==> config.mk <==
export PLATFORM = sky130hd
export DESIGN_NAME = uart_tx_arbiter
export DESIGN_NICKNAME = d
export VERILOG_FILES = /design/src/rtl/uart_arb_pkg.sv /design/src/rtl/rr_arbiter.sv /design/src/rtl/uart_tx_arbiter.sv
export SDC_FILE = /design/constraint.sdc
export NUM_CORES = 1
export LEC_CHECK = 0
export ABC_AREA = 1
export CAP_MARGIN = 5
export CORE_MARGIN = 8
export CORE_UTILIZATION = 50
export DETAILED_ROUTE_END_ITERATION = 6
export MAX_ROUTING_LAYER = met4
export PLACE_DENSITY_LB_ADDON = 0.15
export SYNTH_ARGS = -nofsm -noshare
export SYNTH_HDL_FRONTEND = slang
export SYNTH_SLANG_ARGS = --single-unit
==> constraint.sdc <==
create_clock -name i_clk -period 1.95 [get_ports i_clk]
set_clock_uncertainty 0.15 [all_clocks]
set_input_delay 0.2925 -clock i_clk [delete_from_list [all_inputs] [get_ports i_clk]]
set_output_delay 0.2925 -clock i_clk [all_outputs]
set_load 0.05 [all_outputs]
==> src/rtl/uart_arb_pkg.sv <==
// uart_arb_pkg: shared FSM encodings and default sizing for the UART transmit arbiter
package uart_arb_pkg;
   localparam int         DEF_N_REQ    = 3;
   localparam logic [7:0] DEF_HDR_BASE = 8'hA0;
   typedef logic [2:0] state_t;
   localparam state_t S_IDLE      = 3'd0;
   localparam state_t S_HDR       = 3'd1;
   localparam state_t S_HDR_WAIT  = 3'd2;
   localparam state_t S_WAIT_BYTE = 3'd3;
   localparam state_t S_SEND      = 3'd4;
endpackage

==> src/rtl/rr_arbiter.sv <==
// rr_arbiter: round-robin pick of one request, searching upward from ptr with wrap-around
module rr_arbiter #(
   parameter int N = 3,
   parameter int W = 2
) (
   input  logic [N-1:0] req,
   input  logic [W-1:0] ptr,
   output logic [N-1:0] grant,
   output logic [W-1:0] idx
);
   logic [W-1:0] cand;

   function automatic int wrap(input int i);
      return (i >= N) ? i - N : i;
   endfunction

   // scan from the farthest slot back to ptr so the nearest request wins
   always_comb begin
      grant = '0;
      idx   = '0;
      cand  = '0;
      for (int i = N - 1; i >= 0; i--) begin
         cand = W'(wrap(int'(ptr) + i));
         if (req[cand]) begin
            grant       = '0;
            grant[cand] = 1'b1;
            idx         = cand;
         end
      end
   end
endmodule

==> src/rtl/uart_tx_arbiter.sv <==
// uart_tx_arbiter: shares one UART transmitter among N_REQ byte streams, each burst
// prefixed by a header byte naming its source; stalled bursts are aborted after MAX_GAP cycles.
module uart_tx_arbiter
   import uart_arb_pkg::*;
#(
   parameter int         N_REQ    = DEF_N_REQ,
   parameter logic [7:0] HDR_BASE = DEF_HDR_BASE,
   parameter int         MAX_GAP  = 1023
) (
   input  logic               i_clk,
   input  logic               i_rst,
   input  logic [N_REQ-1:0]   i_valid,
   input  logic [8*N_REQ-1:0] i_data,
   input  logic [N_REQ-1:0]   i_last,
   output logic [N_REQ-1:0]   o_ack,
   output logic               o_tx_dv,
   output logic [7:0]         o_tx_byte,
   input  logic               i_tx_active,
   input  logic               i_tx_done,
   output logic [N_REQ-1:0]   o_grant,
   output logic               o_busy,
   output logic               o_timeout
);
   localparam int IW = (N_REQ > 1) ? $clog2(N_REQ) : 1;
   localparam int GW = $clog2(MAX_GAP + 1);

   state_t          state;
   logic [IW-1:0]   rr, g, g_next, pick_idx;
   logic [N_REQ-1:0] pick_grant;
   logic [GW-1:0]   gap;
   logic            last_q;
   logic [7:0]      cur_data;

   rr_arbiter #(.N(N_REQ), .W(IW)) u_pick (
      .req  (i_valid),
      .ptr  (rr),
      .grant(pick_grant),
      .idx  (pick_idx)
   );

   assign cur_data = i_data[8*int'(g) +: 8];
   assign g_next   = (g == IW'(N_REQ - 1)) ? '0 : g + IW'(1);
   assign o_busy   = state != S_IDLE;

   always_ff @(posedge i_clk) begin
      if (i_rst) begin
         state     <= S_IDLE;
         rr        <= '0;
         g         <= '0;
         gap       <= '0;
         last_q    <= 1'b0;
         o_grant   <= '0;
         o_ack     <= '0;
         o_tx_dv   <= 1'b0;
         o_tx_byte <= '0;
         o_timeout <= 1'b0;
      end else begin
         o_ack     <= '0;
         o_tx_dv   <= 1'b0;
         o_timeout <= 1'b0;
         case (state)
            S_IDLE: if (|i_valid && !i_tx_active) begin
               g         <= pick_idx;
               o_grant   <= pick_grant;
               o_tx_byte <= HDR_BASE | 8'(pick_idx);
               o_tx_dv   <= 1'b1;
               state     <= S_HDR;
            end
            S_HDR: state <= S_HDR_WAIT;
            S_HDR_WAIT: if (i_tx_done) begin
               gap   <= '0;
               state <= S_WAIT_BYTE;
            end
            // ack and start pulse leave together from registers, one cycle after capture
            S_WAIT_BYTE: if (i_valid[g]) begin
               o_tx_byte <= cur_data;
               last_q    <= i_last[g];
               o_ack     <= o_grant;
               o_tx_dv   <= 1'b1;
               state     <= S_SEND;
            end else if (gap == GW'(MAX_GAP - 1)) begin
               o_timeout <= 1'b1;
               rr        <= g_next;
               o_grant   <= '0;
               state     <= S_IDLE;
            end else gap <= gap + GW'(1);
            S_SEND: if (i_tx_done) begin
               if (last_q) begin
                  rr      <= g_next;
                  o_grant <= '0;
                  state   <= S_IDLE;
               end else begin
                  gap   <= '0;
                  state <= S_WAIT_BYTE;
               end
            end
            default: begin
               o_grant <= '0;
               state   <= S_IDLE;
            end
         endcase
      end
   end
endmodule
==> impl_table.tex <==
\begin{tabular}{lr}
\hline
Metric & Value \\
\hline
\multicolumn{2}{l}{\textbf{GRT}} \\
\quad Antenna violations before repair & 0 \\
\quad Via count of the first global-routing pass & 2214 \\
\quad Met3 Use GR & between 4 and 5\% \\
\quad Wire length of the first global-routing pass & between 9 and 10 mm \\
\quad Pin count of the biggest net entering global routing & 16 \\
\quad Grt ovf & 0 \\
\quad Met1 usage in global routing & 22.62\% \\
\quad Most utilized layer in the global route result & met2 \\
\quad Total GRT Usage & a little under a fifth \\
\quad Global-route met2 utilization & between 20\% and 30\% \\
\multicolumn{2}{l}{\textbf{Finish}} \\
\quad Number of nets in the finished design & roughly 450 \\
\quad Post-route cell area & between 2000 and 3000 um2 \\
\quad Antenna Diode Count & 0 \\
\quad Layout Cells excl Fill & about 460 \\
\quad Filler Cells Inserted & 389 \\
\quad Area growth from synthesis to final layout & 33.89\% \\
\quad Ratio of cells with drive above 1 in the final layout & about 14\% \\
\multicolumn{2}{l}{\textbf{Setup path}} \\
\quad Arrival time of data at the critical path endpoint & 1.43 ns \\
\quad Category of the worst setup path capture point & output port \\
\quad Worst-path cell chain & clkdlybuf4s50\_1 \\
\quad Worst endpoint required time & between 1.5 and 2 ns \\
\quad Category of the most critical setup path & flip-flop to output port \\
\quad Buffers plus inverters on the worst setup path & 1 \\
\quad Slowest cell on the critical path & clkdlybuf4s50\_1 \\
\quad Largest incremental delay on the critical path & between 0.8 and 0.9 ns \\
\quad Peak fanout along the critical path & 2 \\
\quad Critical path launch point type & flip-flop \\
\quad Family with the most delay on the worst path & buffers and inverters \\
\multicolumn{2}{l}{\textbf{Place}} \\
\quad DP HPWL & approximately 4.2 mm \\
\quad Count of input and output buffers & 50 \\
\quad Worst setup slack after placement & -0.04119 ns \\
\quad Count of placed standard cells including taps & 454 \\
\quad RePlAce Congestion & 0.9282 \\
\quad Placement-stage cell area & 2779 um2 \\
\multicolumn{2}{l}{\textbf{Clock tree}} \\
\quad Root buffer cell & clkbuf\_8 \\
\quad Sink Count & 34 \\
\quad Clock tree from TritonCTS & built \\
\quad H-Tree Level Count & 2 \\
\quad Number of buffers inserted during clock tree synthesis & 5 \\
\quad Number of hold buffers added after cts & 0 \\
\quad CTS clock-pin slew for the worst setup and hold paths & 0.07 ns \\
\quad Latest clock arrival within the worst-skew pair & roughly 0.29 ns \\
\quad Maximum clock insertion buffer count & 2 \\
\multicolumn{2}{l}{\textbf{Routing}} \\
\quad Wire per inst & roughly 12 um \\
\quad First-iteration detailed-routing DRC count & 103 \\
\quad Overall routed net length & approximately 5.5 mm \\
\quad Vias per inst & approximately 5.0 \\
\quad 1st-pass router iterations & 4 \\
\quad Remaining design rule violation count & 0 \\
\quad Remaining number of nets flagged by the antenna check after routing & 0 \\
\quad Via count & approximately 2.3k \\
\multicolumn{2}{l}{\textbf{Floorplanning}} \\
\quad CORE AREA & $\sim$4300 um2 \\
\quad I/O Pins & between 50 and 60 \\
\quad Die area & between 6000 and 7000 um2 \\
\quad Initial Utilization & between 50\% and 60\% \\
\quad Die Y-Extent & between 80 and 90 um \\
\quad Die span in x & a little over 80 um \\
\quad Total number of placement rows & 24 \\
\multicolumn{2}{l}{\textbf{Synth}} \\
\quad Net count of the mapped netlist & $\sim$380 \\
\quad Cells after synthesis & approximately 340 \\
\quad Count of distinct cell types in the synthesized netlist & 32 \\
\quad Number of enable-type register cells in the synthesized netlist & 0 \\
\quad Cell taking the most area after synthesis & dfxtp\_1 \\
\quad Top post-synthesis cells by area & dfxtp\_1 32\%, nand2\_1 19\%, nand3\_1 8.8\%, nor2\_1 7.1\%, inv\_1 6.6\% \\
\quad Post-synth top flop & dfxtp\_1 \\
\quad Yosys Warn Count & 0 \\
\quad Leading cell types by count after synthesis & 111 x nand2\_1, 41 x nor2\_1, 38 x inv\_1, 38 x nand3\_1, 34 x dfxtp\_1 \\
\quad Post-synthesis async set-or-reset flop share & 0\% \\
\quad Synthesized area & 2156 um2 \\
\quad Fraction of synthesized cell area taken by the top area cell type & between 30\% and 40\% \\
\quad Mean area per synthesized cell & 6.267 um2 \\
\quad Most instantiated library cell after synthesis & nand2\_1 \\
\quad Sequential element share of the synthesized area & 31.57\% \\
\quad \#FFs+latches synth & 34 \\
\multicolumn{2}{l}{\textbf{Timing}} \\
\quad Unrepaired setup endpoints after global routing & yes \\
\quad Shortest clock period the worst path allows after layout & roughly 1.9 ns \\
\quad Final setup violation count & 0 \\
\quad Worst slack on hold paths & 0.3102 ns \\
\quad Max-slew violation count & 0 \\
\quad Pin slew with the least headroom to its limit & roughly 0.6 ns \\
\quad Period utilization & 96.25\% \\
\quad Final Worst Setup Slack & 0.07307 ns \\
\quad Final count of hold timing violations & 0 \\
\quad Highest Clock Rate & $\sim$530 MHz \\
\quad Rel. slew slack & between 60\% and 70\% \\
\multicolumn{2}{l}{\textbf{Outcome}} \\
\quad Status & completed \\
\multicolumn{2}{l}{\textbf{Power}} \\
\quad Leak & approximately 0.0013 uW \\
\quad Power density normalized to cell area & 949.3 nW/um2 \\
\quad Overall Power & about 2700 uW \\
\quad IR drop worst, VDD & 0.5387 mV \\
\multicolumn{2}{l}{\textbf{Flow run}} \\
\quad Maximum Capacitance Violations & 0 \\
\multicolumn{2}{l}{\textbf{Min path}} \\
\quad Class of the worst hold path & flip-flop to flip-flop \\
\hline
\end{tabular}
-- logic make-up after synthesis --
logic type	share of synthesized area, %
flip-flops	31.57
adder cells (fa/ha/maj)	2.902
buffers and inverters	9.402
AND/OR/NAND/NOR	43.59
XOR/XNOR	2.844
AO/OA/AOI/OAI	9.693
-- cell usage in the layout, fill, tap and decap left out --
master           Yosys  layout
dfxtp_1             34      34
clkinv_2             0       1
nand3b_1             1       1
or2_0                1       1
xor2_1               5       5
nand2_1            111     109
nor2_4               3       3
buf_12               0       1
nand3b_2             1       1
xnor2_1              2       2
buf_4                1      23
nand4_1              1       1
o21bai_1             1       1
a21oi_1             20      20
o21ai_0              9       9
a21oi_2              1       1
nand3_2              2       3
nand2_2              7       9
ha_2                 0       1
inv_1               38      36
nand3_1             38      37
o211ai_1             1       1
nand4_2              1       1
nor2_1              41      41
nor2_8               1       1
clkdlybuf4s50_1      0      41
inv_2                4       6
clkbuf_8             0       6
o31ai_1              1       1
nor2_2               1       1
a221oi_1             2       2
clkinvlp_4           0       1
and2_1               1       1
nor3_1               1       1
ha_1                 5       4
o21ai_1              3       3
-- layout make-up --
cell class | instances | area [um2] | area share (%)
Sequential cell | 34 | 680.7 | 23.58
Timing Repair Buffer | 65 | 603.1 | 20.89
Multi-Input combinational cell | 261 | 1285 | 44.52
Inverter | 42 | 157.7 | 5.462
Clock inverter | 2 | 12.51 | 0.4335
Clock buffer | 6 | 82.58 | 2.861
Tap cell | 52 | 65.06 | 2.254
-- through the flow --
step           TNS [ns]  util (%)
2_1_floorplan         0         -
3_3_place_gp          0     65.17
3_5_place_dp    -0.2045     65.17
4_1_cts               0     67.40
5_1_grt        -0.02179     67.69
6_report              0     67.69
-- worst register-to-register path, stage by stage (launching register included) --
cell and delay [ns]:
dfxtp_1 0.36, inv_1 0.07, ha_2 0.38, inv_2 0.07
nand2_1 0.09, nand3_2 0.10, nand3_1 0.09, nand3_1 0.11
nand3_1 0.11, nand3_1 0.08, nand2_1 0.06, inv_1 0.03
-- report_power, final --
group | switching (uW) | leakage (uW) | internal, uW
clock network | 275 | 0.0000472 | 284
registers | 65.6 | 0.000277 | 777
logic | 843 | 0.000954 | 495
-- routing by layer --
metal / vias up / wire length, um
met4: 0 / 74
met5: - / 0
met3: 7 / 324
met1: 1007 / 2627
met2: 62 / 2426
li1: 1220 / -
-- registers in the layout, summed over array words and instances, names as in the netlist --
register   count
g              2
gap           10
last_q         1
o_ack          3
o_grant        3
o_timeout      1
o_tx_byte      8
o_tx_dv        1
rr             2
state          3
-- final timing paths --
kind | from | to | slack, ns | cells after the start
max | o_grant[1] | o_grant[1] | 0.07 | 1
min | o_grant[1] | o_ack[1] | 0.31 | 2
max reg2reg | rr[0] | o_tx_byte[0] | 0.16 | 11
min reg2reg | o_grant[1] | o_ack[1] | 0.31 | 2
-- what timing repair did --
action                     4_1_cts  5_1_grt
setup endpoints to repair        0        4
buffers inserted                 0        0
gates resized for setup          0        6
No activity file was read; power rests on OpenSTA's default activity.
